File: config.mk
export PLATFORM = sky130hd
export DESIGN_NAME = vga_sync_module
export DESIGN_NICKNAME = d
export VERILOG_FILES = /design/src/rtl/vga_sync_module.sv
export SDC_FILE = /design/constraint.sdc
export NUM_CORES = 1
export LEC_CHECK = 0
export CORE_UTILIZATION = 37
export DETAILED_ROUTE_END_ITERATION = 8
export PLACE_DENSITY_LB_ADDON = 0.05
export SLEW_MARGIN = 40
export SYNTH_ARGS = -nofsm -noshare
export SYNTH_HDL_FRONTEND = slang
export SYNTH_SLANG_ARGS = --single-unit
File: constraint.sdc
create_clock -name VGA_CLK -period 4.4 [get_ports VGA_CLK]
set_input_delay 0.44 -clock VGA_CLK [delete_from_list [all_inputs] [get_ports VGA_CLK]]
set_output_delay 0.44 -clock VGA_CLK [all_outputs]
set_load 0.02 [all_outputs]
File: src/rtl/vga_sync_module.sv
// rtl/vga_sync_module.sv - free-running VGA timing generator (sync, valid, X/Y, frame_start)
// Optional macro VGA_SYNC_ALIGN_EN delays valid/HS/VS/frame_start one cycle behind X/Y.
module vga_sync_module #(
  parameter int P_WIDTH = 10,
  parameter int H_ACT   = 640,
  parameter int V_ACT   = 480,
  parameter int H_FP    = 16,
  parameter int H_SYNC  = 96,
  parameter int H_BP    = 48,
  parameter int V_FP    = 10,
  parameter int V_SYNC  = 2,
  parameter int V_BP    = 33,
  parameter bit H_POL   = 1'b0,
  parameter bit V_POL   = 1'b0
) (
  input  logic               VGA_CLK,
  input  logic               RST_N,
  output logic [P_WIDTH-1:0] X,
  output logic [P_WIDTH-1:0] Y,
  output logic               valid,
  output logic               VGA_HS,
  output logic               VGA_VS,
  output logic               frame_start
);

  localparam int H_TOTAL = H_ACT + H_FP + H_SYNC + H_BP;
  localparam int V_TOTAL = V_ACT + V_FP + V_SYNC + V_BP;

  localparam logic [P_WIDTH-1:0] H_LAST    = P_WIDTH'(H_TOTAL - 1);
  localparam logic [P_WIDTH-1:0] V_LAST    = P_WIDTH'(V_TOTAL - 1);
  localparam logic [P_WIDTH-1:0] H_ACT_C   = P_WIDTH'(H_ACT);
  localparam logic [P_WIDTH-1:0] V_ACT_C   = P_WIDTH'(V_ACT);
  localparam logic [P_WIDTH-1:0] H_SYNC_S  = P_WIDTH'(H_ACT + H_FP);
  localparam logic [P_WIDTH-1:0] H_SYNC_E  = P_WIDTH'(H_ACT + H_FP + H_SYNC);
  localparam logic [P_WIDTH-1:0] V_SYNC_S  = P_WIDTH'(V_ACT + V_FP);
  localparam logic [P_WIDTH-1:0] V_SYNC_E  = P_WIDTH'(V_ACT + V_FP + V_SYNC);

  logic [P_WIDTH-1:0] hc_q, hc_d;
  logic [P_WIDTH-1:0] vc_q, vc_d;
  logic               started_q;
  logic               valid_q, valid_d;
  logic               hs_q, hs_d;
  logic               vs_q, vs_d;
  logic               fs_q, fs_d;

  // The first edge out of reset presents (0,0) rather than advancing, so
  // the counters hold until started_q is set.
  always_comb begin
    hc_d = hc_q;
    vc_d = vc_q;
    if (started_q) begin
      if (hc_q == H_LAST) begin
        hc_d = '0;
        vc_d = (vc_q == V_LAST) ? '0 : vc_q + 1'b1;
      end else begin
        hc_d = hc_q + 1'b1;
      end
    end
  end

  // Decoding the next-state counters keeps every registered output coherent with X/Y.
  always_comb begin
    valid_d = (hc_d < H_ACT_C) && (vc_d < V_ACT_C);
    hs_d    = ((hc_d >= H_SYNC_S) && (hc_d < H_SYNC_E)) ? H_POL : ~H_POL;
    vs_d    = ((vc_d >= V_SYNC_S) && (vc_d < V_SYNC_E)) ? V_POL : ~V_POL;
    fs_d    = (hc_d == '0) && (vc_d == '0);
  end

  always_ff @(posedge VGA_CLK or negedge RST_N) begin
    if (!RST_N) begin
      hc_q      <= '0;
      vc_q      <= '0;
      started_q <= 1'b0;
      valid_q   <= 1'b0;
      hs_q      <= ~H_POL;
      vs_q      <= ~V_POL;
      fs_q      <= 1'b0;
    end else begin
      hc_q      <= hc_d;
      vc_q      <= vc_d;
      started_q <= 1'b1;
      valid_q   <= valid_d;
      hs_q      <= hs_d;
      vs_q      <= vs_d;
      fs_q      <= fs_d;
    end
  end

  assign X = hc_q;
  assign Y = vc_q;

`ifdef VGA_SYNC_ALIGN_EN
  logic valid_a_q, hs_a_q, vs_a_q, fs_a_q;

  always_ff @(posedge VGA_CLK or negedge RST_N) begin
    if (!RST_N) begin
      valid_a_q <= 1'b0;
      hs_a_q    <= ~H_POL;
      vs_a_q    <= ~V_POL;
      fs_a_q    <= 1'b0;
    end else begin
      valid_a_q <= valid_q;
      hs_a_q    <= hs_q;
      vs_a_q    <= vs_q;
      fs_a_q    <= fs_q;
    end
  end

  assign valid       = valid_a_q;
  assign VGA_HS      = hs_a_q;
  assign VGA_VS      = vs_a_q;
  assign frame_start = fs_a_q;
`else
  assign valid       = valid_q;
  assign VGA_HS      = hs_q;
  assign VGA_VS      = vs_q;
  assign frame_start = fs_q;
`endif

endmodule

; ---- Word level (Yosys, flattened, before mapping)
; Cells that the tools add are included.
[word_totals]
register_bits = 25
elab_cells = 30
[classes]
addsub = 2
order_cmp = 6
n_eq_ne = 2
n_mux = 7
reduce_logical = 6
[op_table]
columns = cell, n
row1 = $mux W10, 5
row2 = $add A10 B1 Y10 const B, 2
row3 = $eq A10 B10 Y1 const B, 2
row4 = $logic_not A10 Y1, 2
row5 = $lt A10 B10 Y1 const B, 2
row6 = $lt A10 B9 Y1 const B, 2
row7 = $ge A10 B10 Y1 const B, 1
row8 = $ge A10 B9 Y1 const B, 1
row9 = $logic_and A1 B1 Y1, 4
row10 = $mux W1, 2

; ---- Depth between registers and ports, before layout
[logic_depth]
depth_word = 7
depth_mapped = 8

; ---- Worst setup path after synthesis
; Ideal clock, no wire load.
[synth_path]
path_type = register to register
from = reg vc_q[0], in the netlist Y[0]
to = reg fs_q, in the netlist frame_start
setup_time_ps = 68
arrival_time_ps = 2429
required_ps = 4332
path_slack_ps = 1903
stages_incl_launch_ff = 9
n_path_buf = 0
synth_period_minus_slack_ps = 2497
path_cell_list = dfrtp_1 -> inv_1 -> ha_1 -> or3b_1 -> nor4_1 -> nor3_1 -> or3_1 -> nor4_1 -> and4b_1
[synth_between]
elab_chain_cells = 6
[synth_lines]
columns = item, line
row1 = start: declaration, 39  ; logic [P_WIDTH-1:0] vc_q, vc_d;
row2 = start signal: assignment, 80  ; vc_q <= vc_d;
row3 = $add A10 B1 Y10 / $eq A10 B10 Y1 (equally long branches), 54  ; vc_d = (vc_q == V_LAST) ? '0 : vc_q + 1'b1;
row4 = $mux W10, 54
row5 = $mux W10, 52  ; if (hc_q == H_LAST) begin
row6 = $mux W10 *, 51  ; if (started_q) begin
row7 = $logic_not A10 Y1 *, 66  ; fs_d = (hc_d == '0) && (vc_d == '0);
row8 = $logic_and A1 B1 Y1 *, 66
row9 = named net fs_d, 44  ; logic fs_q, fs_d;
row10 = end signal: assignment, 85  ; fs_q <= fs_d;
row11 = end: declaration, 44
; Mark *: on every way through the listed nets, which the timed path passes. The rest lies on a longest branch.

; ---- Worst setup path in the final report
[layout_path]
from = reg hc_q[6], in the netlist X[6]
to = reg vs_q, in the netlist VGA_VS
[layout_between]
elab_chain_cells = 6
[layout_lines]
columns = item, line
row1 = start: declaration, 38  ; logic [P_WIDTH-1:0] hc_q, hc_d;
row2 = start signal: assignment, 71  ; hc_q <= '0;
row3 = start signal: assignment, 79  ; hc_q <= hc_d;
row4 = $eq A10 B10 Y1 *, 52
row5 = $mux W10 *, 52
row6 = $mux W10 *, 51
row7 = named net vc_d[5], 39
row8 = $ge A10 B9 Y1 / $lt A10 B9 Y1 (equally long branches), 65  ; vs_d = ((vc_d >= V_SYNC_S) && (vc_d < V_SYNC_E)) ? V_POL : ~V_POL;
row9 = $logic_and A1 B1 Y1 *, 65
row10 = $mux W1 *, 65
row11 = named net vs_d, 43  ; logic vs_q, vs_d;
row12 = end signal: assignment, 76  ; vs_q <= ~V_POL;
row13 = end signal: assignment, 84  ; vs_q <= vs_d;
row14 = end: declaration, 43
; Marks and branches as above.

==> run metrics <==
status complete, no violations; share of layout cells above drive strength 1 8.38%; Max Fclk 393 MHz; total gr overflow 0; WL/cell 15.1 µm; Clock Latency Late Sink 0.27 ns; Core Region 3440 µm²; Setup crit start kind register; Post-Synthesis Cell Area 1370 µm²; IO Port Bufs 25; overall routed net length 3220 µm; Crit Path Category reg2reg; fin worst setup slack 1.85 ns; largest net degree at the start of global routing 26; ANT cells 0; 1st-iter DRT viols 25; Clock Path Buffers 2; CTS tree yes; FF+latch count, synth 25; RSZ-0062 raised after global routing false; CP endpoint kind register; Hold Crit Class in2async; Fin Clk Skew 0.00410 ns; initial cell density of the core 39.7%; HPWL Detailed 2340 µm; root buf cell clkbuf_8; die span in x 62.8 µm; Hold-fix buffers, CTS 0; Max Cap Violations 0; post-route minimum period 2.55 ns; Worst EP arrival 2.75 ns; initial antenna violation count 0; Worst Tran Pin Value 0.549 ns; ys async rst share 100%; die area 3940 µm²; post-CTS setup buffer count 0; number of flops mapped to enable cells by yosys 0; CTS clk-pin slew, worst paths 0.09 ns; Layout area overhead 25.3%; post-cts resize count 0; Max VDD drop 283 µV; Mapped Cells 141; post-synthesis sequential area ratio 45.9%; Slew Viols, Final 0; most used flip-flop cell after synthesis dfrtp_1; ANT nets after route 0; Yosys Warn Count 0; Leak 0.706 nW; die height 62.8 µm; Max FO, Critical Path 6; Via density 5.54; Hold Fails Final Rpt 0; Final GP Congestion 0.850; first-pass GRT wire length 5400 µm; clock sink total 25; CTS Buf Count 3; Ports 26; syn_nets 146; Setup Total Neg Slack 0 ns; Tot GR Track Use 17.6%; DR vias 1179; fin crit share 57.9%; H-tree level count 1; Setup violations, final 0; Max-slew headroom 63.4%; DRC violation count after routing 0; final net count 173; number of global-route vias before repair 1145; syn_area_per_cell 9.70 µm²; pre-CTS WS 1.94 ns; Rows 21; library cells used by synthesis 44; First-pass DRT Iterations 4; PD cells 392 nW/µm²; Req. time, crit path 4.60 ns
-- worst paths after layout --
kind	startpoint	slack, ns	cells after the start	end
min	RST_N	0.14	1	Y[8]$_DFF_PN0_
max reg2reg	X[6]$_DFF_PN0_	1.85	6	VGA_VS$_DFF_PN1_
min in group VGA_CLK	X[8]$_DFF_PN0_	0.61	1	X[8]$_DFF_PN0_
min reg2reg	X[8]$_DFF_PN0_	0.61	1	X[8]$_DFF_PN0_
max in group asynchronous	RST_N	3.89	1	X[2]$_DFF_PN0_
max	X[6]$_DFF_PN0_	1.85	6	VGA_VS$_DFF_PN1_
-- where the power goes --
part           internal (mW)  switching [mW]  total [mW]
Combinational          0.103           0.115       0.218
Clock                 0.0642          0.0748       0.139
Sequential             0.260          0.0539       0.314
-- cell usage in the layout (no fill, tap or decap), types with 2 or more instances in the layout --
| cell type | n |
|---|---|
| a31oi_1 | 2 |
| buf_4 | 2 |
| clkdlybuf4s50_1 | 24 |
| a21oi_1 | 2 |
| o21ai_1 | 2 |
| dfrtp_1 | 23 |
| o211ai_1 | 4 |
| xnor2_1 | 7 |
| nand4_1 | 9 |
| xor2_1 | 3 |
| nand2_1 | 8 |
| nor4_1 | 4 |
| and2_1 | 2 |
| a21o_1 | 2 |
| clkbuf_8 | 3 |
| nand3_1 | 7 |
| or3_1 | 7 |
| o21ai_0 | 7 |
| dfstp_2 | 2 |
| nor2_1 | 7 |
| ha_1 | 3 |
| nor3_1 | 6 |
| inv_1 | 7 |
-- final cells by class --
class / count / area, µm²
Clock buffer: 3 / 41.3
Clock inverter: 1 / 7.51
Fill cell: 327 / 1730
Inverter: 7 / 26.3
Multi-Input combinational cell: 104 / 692
Sequential cell: 25 / 628
Tap cell: 46 / 57.6
Timing Repair Buffer: 27 / 260
-- stage by stage --
step	util, %	cell area [µm²]	power (mW)	cells	hold slack, ns
floorplan	-	1370	0.444	141	0.144
detailed placement	48.3	1660	0.534	209	0.463
finish	49.8	1710	0.671	213	0.142
global route	49.8	1710	0.715	213	0.177
CTS	49.8	1710	0.677	213	0.156
global placement	48.5	1670	0.538	209	0.593
-- sequential cells by signal, summed over array words and instances, names as in the netlist --
register and cells:
X 10, Y 10, VGA_VS 1, started_q 1, frame_start 1, valid 1, VGA_HS 1
-- synthesized netlist by cell type, types with 2 or more instances --
cell / n / area [µm²]
ha_1: 3 / 37.5
dfrtp_1: 23 / 576
clkbuf_1: 3 / 11.3
a31oi_1: 2 / 12.5
or3_1: 7 / 43.8
buf_2: 2 / 10.0
o21ai_0: 7 / 35.0
a21oi_1: 2 / 10.0
a21o_1: 2 / 15.0
o211ai_1: 4 / 30.0
o21ai_1: 2 / 10.0
nor4_1: 4 / 25.0
dfstp_2: 2 / 52.6
nand2_1: 8 / 30.0
inv_1: 7 / 26.3
and2_1: 2 / 12.5
nor2_1: 7 / 26.3
nor3_1: 6 / 30.0
xnor2_1: 7 / 61.3
nand4_1: 9 / 56.3
xor2_1: 3 / 26.3
nand3_1: 7 / 35.0
-- layer usage --
layer / track usage, % / share of wire (%)
met1: 24.8 / 49
met4: 5.23 / 0.93
met5: 0 / 0
met2: 26.5 / 47
met3: 4.20 / 3.4
-- worst max-delay path: stages (launching register included) --
cell	delay [ns]
dfrtp_1	0.47
or4b_4	0.58
or2_1	0.28
nor4_2	0.36
xor2_1	0.26
nand4_1	0.14
or3_1	0.39
-- cell families (layout without fill, tap and decap cells) --
kind of cell	count (synthesis)	count (layout)	share of synthesized area (%)
compound gates	26	26	12.3
simple gates	62	62	27.0
xor+xnor	11	11	7.59
flops	25	25	45.9
fa+ha+maj	3	3	2.75
other cells	1	1	0.274
buf+inv	12	38	3.48
mux	1	1	0.732
No activity file was read; power rests on OpenSTA's default activity.
